===== config.mk =====
export PLATFORM = sky130hd
export DESIGN_NAME = lbuf_burst_gen
export DESIGN_NICKNAME = d
export VERILOG_FILES = /design/src/rtl/lbuf_pkg.sv /design/src/rtl/lbuf_bst_size.sv /design/src/rtl/lbuf_burst_gen.sv
export SDC_FILE = /design/constraint.sdc
export NUM_CORES = 1
export LEC_CHECK = 0
export ABC_AREA = 1
export CORE_MARGIN = 8
export CORE_UTILIZATION = 55
export CTS_BUF_LIST = sky130_fd_sc_hd__clkbuf_4
export CTS_CLUSTER_SIZE = 14
export DETAILED_ROUTE_END_ITERATION = 8
export PLACE_DENSITY = 0.89
export SYNTH_ARGS = -nofsm -noshare
export SYNTH_HDL_FRONTEND = slang
export SYNTH_HIERARCHICAL = 1
export SYNTH_SLANG_ARGS = --single-unit

===== constraint.sdc =====
create_clock -name clk -period 8 [get_ports clk]
set_input_delay 2.4 -clock clk [delete_from_list [all_inputs] [get_ports clk]]
set_output_delay 2.4 -clock clk [all_outputs]
set_load 0.005 [all_outputs]

===== src/rtl/lbuf_pkg.sv =====
// ============================================================================
// lbuf_pkg - shared FSM encodings and payload/page constants for lbuf_burst_gen
// Revision: 1.0
// ============================================================================
`default_nettype none

package lbuf_pkg;

  typedef enum logic [7:0] {
    IDLE     = 8'b0000_0001,
    CALC     = 8'b0000_0010,
    REQ      = 8'b0000_0100,
    WAIT_DN  = 8'b0000_1000,
    DONE     = 8'b0001_0000,
    WAIT_LOW = 8'b0010_0000
  } state_t;

  localparam logic [9:0] PAGE_QW  = 10'd512;
  localparam logic [2:0] MPS_128  = 3'd0;
  localparam logic [2:0] MPS_256  = 3'd1;
  localparam logic [2:0] MPS_512  = 3'd2;
  localparam logic [2:0] MPS_1024 = 3'd3;
  localparam logic [2:0] MPS_2048 = 3'd4;
  localparam logic [2:0] MPS_4096 = 3'd5;

  // Reserved encodings fall back to the smallest payload
  function automatic logic [9:0] pld_qw(input logic [2:0] mps);
    pld_qw = (mps <= MPS_4096) ? (10'd16 << mps) : 10'd16;
  endfunction

endpackage

`default_nettype wire


===== src/rtl/lbuf_bst_size.sv =====
// ============================================================================
// lbuf_bst_size - burst size = min(remaining qwords, max payload, 4KB residue)
// Revision: 1.0
// ============================================================================
`default_nettype none

module lbuf_bst_size
  import lbuf_pkg::*;
(
  input  logic [28:0] rem_qw,
  input  logic [2:0]  max_pld,
  input  logic [8:0]  page_off,
  output logic [9:0]  size
);

  logic [9:0] rem_clip;
  logic [9:0] pld;
  logic [9:0] page_res;
  logic [9:0] min_rp;

  always_comb begin
    rem_clip = (rem_qw >= 29'(PAGE_QW)) ? PAGE_QW : rem_qw[9:0];
    pld      = pld_qw(max_pld);
    page_res = PAGE_QW - {1'b0, page_off};
    min_rp   = (rem_clip < pld) ? rem_clip : pld;
    size     = (min_rp < page_res) ? min_rp : page_res;
  end

endmodule

`default_nettype wire


===== src/rtl/lbuf_burst_gen.sv =====
// ============================================================================
// lbuf_burst_gen - splits a granted host buffer into PCIe write bursts.
// Optional partial-flush timer: define LBUF_FLUSH_TMR_EN.  Revision: 1.0
// ============================================================================
`default_nettype none

module lbuf_burst_gen
  import lbuf_pkg::*;
#(
  parameter int AVAIL_W = 11,
  parameter int TMO_CYC = 256
) (
  input  logic               clk,
  input  logic               rst,
  input  logic [63:0]        lbuf_addr,
  input  logic [31:0]        lbuf_len,
  input  logic               lbuf_en,
  input  logic               lbuf64b,
  output logic               lbuf_dn,
  input  logic [2:0]         max_pld,
  input  logic [AVAIL_W-1:0] avail_qw,
  output logic               bst_req,
  input  logic               bst_ack,
  output logic [63:0]        bst_addr,
  output logic [9:0]         bst_qw,
  output logic               bst_64b,
  input  logic               bst_done
);

  localparam int CW = (AVAIL_W > 10) ? AVAIL_W : 10;

  state_t        state, state_nxt;
  logic [63:0]   cur_addr;
  logic [28:0]   rem_qw;
  logic [9:0]    size_q;
  logic [9:0]    size_calc;
  logic          req_hold;
  logic          flush_load;
  logic [CW-1:0] avail_x;
  logic [CW-1:0] size_x;
  logic          unused_bits;

  assign avail_x  = CW'(avail_qw);
  assign size_x   = CW'(size_q);
  assign bst_addr = cur_addr;
  assign bst_qw   = size_q;

  // Once raised, req_hold keeps the request up even if avail_qw falls back
  assign bst_req = (state == REQ) && (req_hold || (avail_x >= size_x));

  lbuf_bst_size u_size (
    .rem_qw   (rem_qw),
    .max_pld  (max_pld),
    .page_off (cur_addr[11:3]),
    .size     (size_calc)
  );

`ifdef LBUF_FLUSH_TMR_EN
  localparam int TW = $clog2(TMO_CYC + 1);
  logic [TW-1:0] tmo_cnt;
  logic          starve;

  assign starve     = (state == REQ) && !bst_req && (avail_x != '0) && (avail_x < size_x);
  assign flush_load = starve && (tmo_cnt == TW'(TMO_CYC - 1));

  always_ff @(posedge clk) begin
    if (rst || (state != REQ) || bst_ack || flush_load) tmo_cnt <= '0;
    else if (starve)                                    tmo_cnt <= tmo_cnt + 1'b1;
  end

  assign unused_bits = ^{lbuf_len[2:0]};
`else
  assign flush_load  = 1'b0;
  assign unused_bits = ^{lbuf_len[2:0], (TMO_CYC != 0)};
`endif

  always_ff @(posedge clk) begin
    if (rst) state <= IDLE;
    else     state <= state_nxt;
  end

  always_comb begin
    state_nxt = state;
    case (state)
      IDLE:     if (lbuf_en) state_nxt = (lbuf_len[31:3] == 29'd0) ? DONE : CALC;
      CALC:     state_nxt = REQ;
      REQ:      if (bst_req && bst_ack) state_nxt = WAIT_DN;
      WAIT_DN:  if (bst_done) state_nxt = (rem_qw == 29'd0) ? DONE : CALC;
      DONE:     state_nxt = WAIT_LOW;
      WAIT_LOW: if (!lbuf_en) state_nxt = IDLE;
      default:  state_nxt = IDLE;
    endcase
  end

  always_ff @(posedge clk) begin
    if (rst) begin
      cur_addr <= '0;
      rem_qw   <= '0;
      size_q   <= '0;
      bst_64b  <= 1'b0;
      lbuf_dn  <= 1'b0;
      req_hold <= 1'b0;
    end else begin
      lbuf_dn  <= (state == DONE);
      req_hold <= bst_req && !bst_ack;
      case (state)
        IDLE: if (lbuf_en) begin
          cur_addr <= lbuf_addr;
          rem_qw   <= lbuf_len[31:3];
          bst_64b  <= lbuf64b;
        end
        CALC: size_q <= size_calc;
        REQ: begin
          if (bst_req && bst_ack) begin
            cur_addr <= cur_addr + {51'd0, size_q, 3'd0};
            rem_qw   <= rem_qw - {19'd0, size_q};
          end else if (flush_load) begin
            size_q <= 10'(avail_qw);
          end
        end
        default: ;
      endcase
    end
  end

endmodule

`default_nettype wire


---- After elaboration in Yosys (flattened, before gate mapping) ----
Index checks and enable logic that the tools add are counted.
storage, ports and cells
  register bits after elaboration ......... 114
  word-level logic and storage cells ...... 54
  input port bits ......................... 116
  output and inout bits ................... 77
operators by class
  reductions and logical operators ........ 11
  equal/unequal tests ..................... 10
  add/subtract/negate cells ............... 3
  magnitude comparators ................... 5
  multiplexer cells ....................... 17
  shifts and indexed selects .............. 1
operators by type and width
  operator                                                                                number
  64-bit two-way mux                                                                      2
  64-bit case mux with 2 select lines                                                     1
  64-bit by 13-bit adder with 64-bit output                                               1
  29-bit zero test                                                                        2
  29-bit two-way mux                                                                      2
  29-bit case mux with 2 select lines                                                     1
  8-bit case mux with 6 select lines                                                      1
  10-bit two-way mux                                                                      4
  8-bit two-way mux                                                                       4
  29-bit by 10-bit greater-or-equal comparator with 1-bit output (second input constant)  1
  29-bit by 10-bit subtractor with 29-bit output                                          1
  10-bit < comparator                                                                     2
  11-bit by 10-bit greater-or-equal comparator with 1-bit output                          1
  5-bit two-way mux                                                                       2
  5-bit by 3-bit << shifter with 10-bit output (first input constant)                     1
  10-bit by 9-bit subtractor with 10-bit output (first input constant)                    1
  8-bit by 1-bit equality test with 1-bit output (second input constant)                  1
  8-bit by 2-bit equality test with 1-bit output (second input constant)                  1
  8-bit by 3-bit equality test with 1-bit output (second input constant)                  1
  8-bit by 4-bit equality test with 1-bit output (second input constant)                  1
  8-bit by 5-bit equality test with 1-bit output (second input constant)                  1
  8-bit by 6-bit equality test with 1-bit output (second input constant)                  1
  2-bit inequality test (second input constant)                                           3
  4-bit AND reduction                                                                     1
  8 further kinds                                                                         10

---- Longest topological paths before layout ----
Gate-level depths: netlist (run 1).
  depth after elaboration ................. 6
  mapped depth ............................ 31
  mapped depth without buffers ............ 29

---- Hierarchy ----
The synthesis (run 1) kept the hierarchy.
modules (own cells, without submodules)
  module          sequential area each (um^2)  instances  cells each  area an instance (um^2)
  lbuf_burst_gen  2242.2                       1          1785        9725.6
  lbuf_bst_size   0.0                          1          174         1107.3

---- Least setup slack after synthesis (run 1) ----
Ideal clock, no wire load.
  path kind ............................... input -> output
  start ................................... in avail_qw[8]
  end ..................................... out bst_req
  data arrival time ....................... 3272 ps
  buffers on the path ..................... 0
  required time ........................... 5600 ps
  setup slack ............................. 2328 ps
  stages on the path ...................... 9
  path through ............................ ha_1 -> nand2_1 -> inv_1 -> nand2_1 -> inv_1 -> a21oi_1 -> nand4_1 -> nand2_1 -> inv_1
on the way
  cells in the longest elaborated chain, start to end .. 3
ends and longest elaborated chain
  what                                                            RTL line              source
  from (decl)                                                     lbuf_burst_gen.sv:21  input logic [AVAIL_W-1:0] avail_qw,
  11-bit by 10-bit greater-or-equal comparator with 1-bit output  lbuf_burst_gen.sv:49  assign bst_req = (state == REQ) && (req_hold || (avail_x >= size_x));
  1-bit logical OR                                                lbuf_burst_gen.sv:49
  1-bit logical AND                                               lbuf_burst_gen.sv:49
  to (decl)                                                       lbuf_burst_gen.sv:22  output logic bst_req,
Every way passes these cells.

---- Worst setup path in the final report (run 1) ----
  start ................................... in avail_qw[9]
  end ..................................... out bst_req
The elaborated chain is that of the path after synthesis.

==> summary.txt, run 1 <==
status: finished, final reports clean
internal power component: 1440 uW
Net Sw Frac: 50.3%
final hold vios: 0
Initial Util: 55.8%
Residual DRC: 0
cells after synthesis: 1959
Cell Count, Final, Fillers Out: 2371
Clk pwr share: 11.4%
Avg Vias per Cell: 5.40
top_reg_cell synth: dfxtp_1
Placed Area: 0.0127 sq mm
first-pass GRT wire length: 62.3 mm
Max-cap violations: 0
Mapped Avg Cell Area: 5.53 sq um
Final Cycle Share: 83.8%
P&R area growth vs syn: 18.8%
CTS tree: yes
CTS Buffer Depth: 2
Tot Pwr: 2900 uW
DRT Wirelength: 39.8 mm
worst vdd ir: 0.650 mV
Slew @ Worst Pin: 1.09 ns
drt first pass iters: 6
post-synth net total: 2123
asr flop ratio synth: 0%
Die Area: 0.0244 sq mm
Synth Cell Area: 0.0108 sq mm
total CTS buffers: 9
P_leak: 0.00624 uW
top-count cell post-synth: nand2_1
Netlist cell types: 47
Reg clk slew, reported paths: 0.18 ns
Req. time, crit path: 5.60 ns
buffer count from post-CTS setup fixing: 0
Worst R2R Start: rem_qw[21]
Die H: 156 um
RR Endpoint: bst_qw[6]
IO Pins: 193
unrepaired setup endpoints after global routing: false
Synth top area share: 24.5%
share of cells above drive strength 1: 4.56%
Global Route Usage Sum: 32.2%
Die X: 156 um
port buffer count: 189
cell total after placement: 2354
YS warnings: 6
Worst-Skew Late Latency: 0.53 ns
routed len/inst: 16.8 um
Crit Path Class: in2out
fin area: 0.0129 sq mm
WHS Endpoint: rem_qw[0]
H-Tree Depth: 3
GPL Wtd Cong: 0.936
initial antenna violation count: 1
sw power: 1460 uW
Layout fillers: 1895
fmax: 0.149 GHz
largest net degree at the start of global routing: 101
ANT nets after route: 0
Post-synth EDFFs: 0
Final nets: 2264
Slew headroom: 27.6%
area leader, netlist: nand2_1
Final Max Tran Viols: 0
critical path arrival: 4.30 ns
Post-synth top cells: 706 x nand2_1, 282 x nor2_1, 236 x inv_1, 198 x nand3_1, 112 x dfxtp_1
via count: 12800
skew final: 0.0195 ns
number of synthesized register bits: 112
Gate power share: 56.7%
sequential power share: 32.0%
CP endpoint kind: primary output
number of global-route vias before repair: 12000
Final min period: 6.70 ns
number of DRC markers in iteration 0: 1012
core area: 0.0194 sq mm
HP Start: rem_qw[0]
Hold Crit Depth: 2
Core Rows: 51
Setup violations, final: 0
Root Buffer: clkbuf_4
hold buffer count at cts: 0
leading post-synthesis cells by cell area: nand2_1 24%, dfxtp_1 21%, nor2_1 9.8%
TNS Setup: 0 ns
clk sinks: 112
Overflow after GRT: 0
detailed placement HPWL: 30.5 mm
crit-path max FO: 2
worst reg2reg path depth: 27
PD cells: 225 mW/mm^2
post-synthesis sequential area ratio: 20.7%
Hold/Removal Path Class: reg2reg
Worst setup SP type: input pin
flop-to-flop setup slack: 3.07 ns
post_cts resized: 0
[state kept, by name, indices dropped and copies added, names as in the netlist]
signal / flops
bst_addr: 64
bst_qw: 10
state: 6
bst_64b: 1
rem_qw: 29
req_hold: 1
lbuf_dn: 1
[worst max-delay path: stages]
cell and delay, ns:
clkdlybuf4s50_1 0.41, ha_1 0.30, inv_1 0.05, nor2_2 0.09
nand2_1 0.09, nor2_1 0.10, nand2_1 0.05, nand4_1 0.14
nand2_1 0.09, inv_1 0.06, clkdlybuf4s50_1 0.52
[per-layer routing]
metal	vias to the layer above	global-route usage [%]	wire, um
met1	5732	38.3	16000
met2	535	54.3	18800
met3	109	5.82	3080
li1	6439	-	-
met4	0	16.6	1930
met5	-	0	0
[power groups by stage]
stage          logic, uW  registers [uW]  clock network (uW)
5_1_grt             1840             947                 351
3_5_place_dp        1620             930                   0
6_report            1640             926                 329
4_1_cts             1630             917                 332
2_1_floorplan       1120             859                   0
3_3_place_gp        1580             929                   0
[how the worst max path moves through the flow]
stage / startpoint / endpoint
3_5_place_dp: avail_qw[9] / bst_req
6_report: avail_qw[9] / bst_req
3_3_place_gp: avail_qw[9] / bst_req
2_1_floorplan: avail_qw[8] / bst_req
4_1_cts: avail_qw[9] / bst_req
5_1_grt: avail_qw[8] / bst_req
[metrics by stage]
stage               setup slack, ns  util, %  hold WS, ns
floorplan                      2.33        -        0.465
global placement               1.32     65.6        0.483
detailed placement             1.27     65.6        0.485
CTS                            1.27     66.4        0.508
global route                   1.12     66.4        0.538
finish                         1.30     66.4        0.514
[layout make-up]
cell class	count	area [sq um]	area share (%)
clock inverter	5	66.3	0.515
antenna	1	2.50	0.0194
multi-input combinational	1538	7290	56.6
tap	265	332	2.58
clock buffer	11	82.6	0.641
sequential	112	2240	17.4
inverter	243	918	7.13
timing repair buffer	196	1940	15.1
[cells by family after synthesis]
group | Yosys count | synth area share [%]
flip-flops | 112 | 20.7
AND/OR/NAND/NOR | 1326 | 52.7
adder cells (fa/ha/maj) | 48 | 5.68
buffers and inverters | 309 | 12.1
XOR/XNOR | 22 | 1.78
AO/OA/AOI/OAI | 140 | 6.86
multiplexers | 2 | 0.185
[cell usage in the layout (no fill, tap or decap), types with 8 or more instances in the layout]
cell type | synthesis | final
a21oi_1 | 87 | 87
nand2_1 | 706 | 706
o21ai_0 | 39 | 39
inv_1 | 236 | 235
nor2_1 | 282 | 282
nand3_1 | 198 | 198
nand4_1 | 35 | 35
dfxtp_1 | 112 | 112
ha_1 | 46 | 46
nand2_2 | 8 | 8
xor2_1 | 14 | 14
nor4_1 | 10 | 10
clkbuf_4 | 0 | 11
or2_2 | 13 | 13
clkdlybuf4s50_1 | 0 | 189
nor3_1 | 22 | 22
nand3_2 | 12 | 12
xnor2_1 | 8 | 8
(Power assumes the default switching activity.)
==> inputs of run 2 (changes only) <==
--- a/config.mk
+++ b/config.mk
@@ -7,11 +7,11 @@
 export LEC_CHECK = 0
 export ABC_AREA = 1
 export CORE_MARGIN = 8
-export CORE_UTILIZATION = 55
+export CORE_UTILIZATION = 50
 export CTS_BUF_LIST = sky130_fd_sc_hd__clkbuf_4
 export CTS_CLUSTER_SIZE = 14
 export DETAILED_ROUTE_END_ITERATION = 8
-export PLACE_DENSITY = 0.89
+export PLACE_DENSITY = 0.85
 export SYNTH_ARGS = -nofsm -noshare
 export SYNTH_HDL_FRONTEND = slang
 export SYNTH_HIERARCHICAL = 1
==> constraint.sdc (replaced) <==
create_clock -name clk -period 5.8 [get_ports clk]
set_input_delay 1.74 -clock clk [delete_from_list [all_inputs] [get_ports clk]]
set_output_delay 1.74 -clock clk [all_outputs]
set_load 0.005 [all_outputs]
==> run 2 against run 1 <==
Non-clock buffer count rose by 4; critical path depth stayed put; via count decreased by 0.11%; register-to-register slack lost 1.3 ns; global-route usage fell by 3.1 points; setup slack worse by 0.84 ns; critical path type unchanged; critical endpoint unchanged; largest power group unchanged; highest routed layer unchanged.
==> summary.txt, run 2 (synthesis results as in run 1) <==
Slew headroom: 30.5% (+2.9 points)
status: finished, final reports clean
Hold/Removal Path Class: reg2reg
Req. time, crit path: 4.06 ns (-1.54 ns)
sw power: 1970 uW (+35%)
Core Rows: 54 (+5.9%)
total CTS buffers: 9 (unchanged)
Final Cycle Share: 92.2%
Reg clk slew, reported paths: 0.20 ns (+0.02 ns)
clk sinks: 112 (unchanged)
core area: 0.0216 sq mm (+11%)
Largest register FFs: 64 (unchanged)
buffer count from post-CTS setup fixing: 0 (unchanged)
drt first pass iters: 5 (-1)
CP Cell Sequence: clkdlybuf4s50_1, ha_1, inv_1, nor2_2, nand2_1, nor2_1, nand2_1, nand4_1, nand2_1, inv_1, clkdlybuf4s50_1
initial antenna violation count: 1 (unchanged)
worst vdd ir: 0.254 mV (-61%)
fin area: 0.0129 sq mm (+0.55%)
detailed placement HPWL: 30.1 mm (-1.3%)
crit-path most repeated cell: nand2_1
share of cells above drive strength 1: 4.65% (+0.086 points)
Placed Area: 0.0128 sq mm (+0.47%)
via count: 12800 (-0.11%)
crit-path max FO: 2 (unchanged)
Residual DRC: 0 (unchanged)
DRT Wirelength: 38.9 mm (-2.2%)
GPL Wtd Cong: 0.991 (+5.8%)
cell total after placement: 2373 (+0.81%)
Net Sw Frac: 49.3% (-1.0 points)
critical path arrival: 3.61 ns (-0.69 ns)
PD cells: 309 mW/mm^2 (+37%)
first-pass GRT wire length: 62.4 mm (+0.12%)
Global Route Usage Sum: 29.1% (-3.1 points)
slowest cell on the critical path: clkdlybuf4s50_1
Die Area: 0.0266 sq mm (+8.9%)
Root Buffer: clkbuf_4
Die X: 163 um (+4.4%)
number of DRC markers in iteration 0: 1112 (+9.9%)
Worst-Skew Late Latency: 0.52 ns (about the same)
unrepaired setup endpoints after global routing: false
Cell Count, Final, Fillers Out: 2390 (+0.80%)
number of global-route vias before repair: 12200 (+1.5%)
IO Pins: 193 (unchanged)
final hold vios: 0 (unchanged)
Max-cap violations: 0 (unchanged)
Final nets: 2268 (+0.18%)
Avg Vias per Cell: 5.36 (-0.90%)
CP endpoint kind: primary output
CP max stage delay: 0.50 ns (-0.02 ns)
Clk pwr share: 11.9% (+0.5 points)
P_leak: 0.00627 uW (+0.41%)
P&R area growth vs syn: 19.5%
Final Max Tran Viols: 0 (unchanged)
ANT nets after route: 0 (unchanged)
port buffer count: 189 (unchanged)
hold buffer count at cts: 0 (unchanged)
commonest non-fill, non-tap cell in the layout: nand2_1
Gate power share: 56.2% (-0.5 points)
Worst setup SP type: input pin
Initial Util: 50.3% (-5.6 points)
Setup violations, final: 0 (unchanged)
Slew @ Worst Pin: 1.04 ns (-0.0441 ns)
routed len/inst: 16.3 um (-3.0%)
post_cts resized: 0 (unchanged)
sequential power share: 31.8% (-0.2 points)
Crit Path Class: in2out
CTS tree: yes
internal power component: 2030 uW (+41%)
fmax: 0.187 GHz
TNS Setup: 0 ns (unchanged)
largest net degree at the start of global routing: 97 (-4.0%)
skew final: 0.0180 ns (-0.00150 ns)
Overflow after GRT: 0 (unchanged)
Die H: 163 um (+4.4%)
most frequent cells in the layout: 706 x nand2_1, 282 x nor2_1, 235 x inv_1
setup slack after layout: 0.455 ns (-0.842 ns)
pre-CTS WS: 0.290 ns (-0.976 ns)
H-Tree Depth: 3 (unchanged)
Final min period: 5.35 ns
CTS Buffer Depth: 2 (unchanged)
==> run 2: cell count changes in the layout (fill, tap and decap cells not counted) <==
cell,change
inv_8,-1
clkinv_1,+2
clkinv_2,-1
inv_2,+1
clkinv_4,-2
inv_6,+2
clkbuf_4,-2
buf_12,+1
buf_4,+3
bufinv_16,+1
==> run 2: power by group through the flow <==
stage | registers (uW) | logic, uW | clock network [uW]
2_1_floorplan | 1190 | 1550 | 0
3_3_place_gp | 1280 | 2180 | 0
3_5_place_dp | 1280 | 2230 | 0
4_1_cts | 1270 | 2240 | 488
5_1_grt | 1300 | 2540 | 514
6_report | 1270 | 2250 | 478
==> run 2: area by class of cell <==
cell class | count | area, sq um
Antenna cell | 1 | 2.50
Clock buffer | 9 | 67.6
Clock inverter | 7 | 92.6
Fill cell | 2207 | 8610
Inverter | 243 | 917
Multi-Input combinational cell | 1538 | 7290
Sequential cell | 112 | 2240
Tap cell | 280 | 350
Timing Repair Buffer | 200 | 1990
==> run 2: layer usage <==
metal | wire length [um] | part of all wire, % | global-route usage [%] | up-vias
li1 | - | - | - | 6458
met1 | 16100 | 41 | 36.0 | 5754
met2 | 18700 | 48 | 49.7 | 500
met3 | 2650 | 6.8 | 3.48 | 89
met4 | 1460 | 3.7 | 13.1 | 0
met5 | 0 | 0 | 0 | -
==> run 2: critical path, delay by kind of cell <==
family | cells | cell delay (ns)
adder cells (fa/ha/maj) | 1 | 0.30
AND/OR/NAND/NOR | 6 | 0.56
buffers and inverters | 4 | 1.02
==> run 2: path summary, 6_finish.rpt <==
path / from / endpoint / slack [ns] / depth (start not counted)
worst max register to register: rem_qw[21] / bst_qw[7] / 1.77 / 28
worst min-delay path: rem_qw[0] / rem_qw[0] / 0.51 / 2
worst min register to register: rem_qw[0] / rem_qw[0] / 0.51 / 2
worst max-delay path: avail_qw[9] / bst_req / 0.45 / 11
==> run 2: metrics by stage <==
step	hold slack, ns	util, %	power, uW
after global placement	0.482	59.3	3460
after CTS	0.506	60.1	4000
final	0.507	60.1	4000
after detailed placement	0.483	59.3	3510
after global routing	0.525	60.1	4360
after floorplan	0.465	-	2730
==> inputs of run 3 (changes only) <==
--- a/config.mk
+++ b/config.mk
@@ -6,6 +6,7 @@
 export NUM_CORES = 1
 export LEC_CHECK = 0
 export ABC_AREA = 1
+export CAP_MARGIN = 10
 export CORE_MARGIN = 8
 export CORE_UTILIZATION = 50
 export CTS_BUF_LIST = sky130_fd_sc_hd__clkbuf_4
==> results of run 3 <==
Final layout, timing and power as in run 2 (identical DEF).
==> RTL change (settings of run 2) <==
The parameter `AVAIL_W` goes from 11 to 22.
--- a/src/rtl/lbuf_burst_gen.sv
+++ b/src/rtl/lbuf_burst_gen.sv
@@ -7,7 +7,7 @@
 module lbuf_burst_gen
   import lbuf_pkg::*;
 #(
-  parameter int AVAIL_W = 11,
+  parameter int AVAIL_W = 22,
   parameter int TMO_CYC = 256
 ) (
   input  logic               clk,
Ports: changed (resized avail_qw); port bits go from 193 to 204. No check against the original RTL was run, so the function may have changed too.
==> RTL change against run 2 <==
Power increased by 4.4%. Worst setup slack got worse by 0.086 ns. Clock power decreased by 4%. Area after synthesis decreased by 0.31%. Sequential cell count unchanged. First-iteration DRC count decreased by 1.8%. Sequential share of layout area decreased by 0.23 points. Count of clock-buffer cells in the layout increased by 1. Design area increased by 1.4%. Routed wire length increased by 0.79%. Critical path type unchanged. Critical endpoint unchanged.
==> RTL change: results (changes against run 2) <==
status=finished, final reports clean (unchanged); Sw Share=50.4% (was 49.3%); skew final=0.0215 ns (was 0.0180 ns); Post-Synth XOR/XNOR Area=1.78% (about the same); Post-synth top cells=nand2_1, nor2_1, inv_1 (unchanged); Syn Area/Cell=5.42 sq um (was 5.53 sq um); initial drt markers=1092 (was 1112); routability congestion estimate=1.00 (was 0.991); Seq cells=112 (unchanged); Non-clk bufs=212 (was 200); Net count, final=2331 (was 2268); largest net degree at the start of global routing=93 (was 97); Placement Setup Slack=0.218 ns (was 0.290 ns); post-synthesis compound-gate area fraction=6.37% (was 6.86%); post-synthesis mux area share=0.197% (was 0.185%); total leakage power=6.50 nW (was 6.27 nW); dominant cells by area after synthesis=nand2_1, dfxtp_1, nor2_1 (unchanged); Clock buf/inv share=1.14% (was 1.24%); Critical Path AT=3.69 ns (was 3.61 ns); # clk buffers=10 (was 9); peak supply drop=0.290 mV (was 0.254 mV); vias=12985 (was 12801); Mapped Nets=2168 (was 2123); Logic power comb=0.00242 W (was 0.00225 W); multi-input gates=1560 (was 1538); first-pass GRT wire length=61.7 mm (was 62.4 mm); 1st-pass router iterations=6 (was 5); number of global-route vias before repair=11969 (was 12151)
[RTL change: worst paths after layout]
check	depth (start not counted)	endpoint	slack, ns	from
setup / recovery	11	bst_req	0.37	avail_qw[9]
hold / removal	2	bst_64b	0.54	bst_64b
setup reg to reg	30	bst_qw[4]	1.61	rem_qw[13]
hold reg to reg	2	bst_64b	0.54	bst_64b
[RTL change: layer usage]
layer | up-vias | part of all wire (%) | global-route usage (%)
met5 | - | 0 | 0
met4 | 0 | 3.7 | 11.6
met3 | 85 | 7.8 | 4.83
met2 | 545 | 48 | 50.3
met1 | 5803 | 41 | 35.1
li1 | 6552 | - | -
[RTL change: metrics by stage]
step	hold slack [ns]	cell area, sq um
finish	0.544	13100
global route	0.570	13100
CTS	0.546	13100
detailed placement	0.503	13000
global placement	0.492	13000
floorplan	0.487	10800
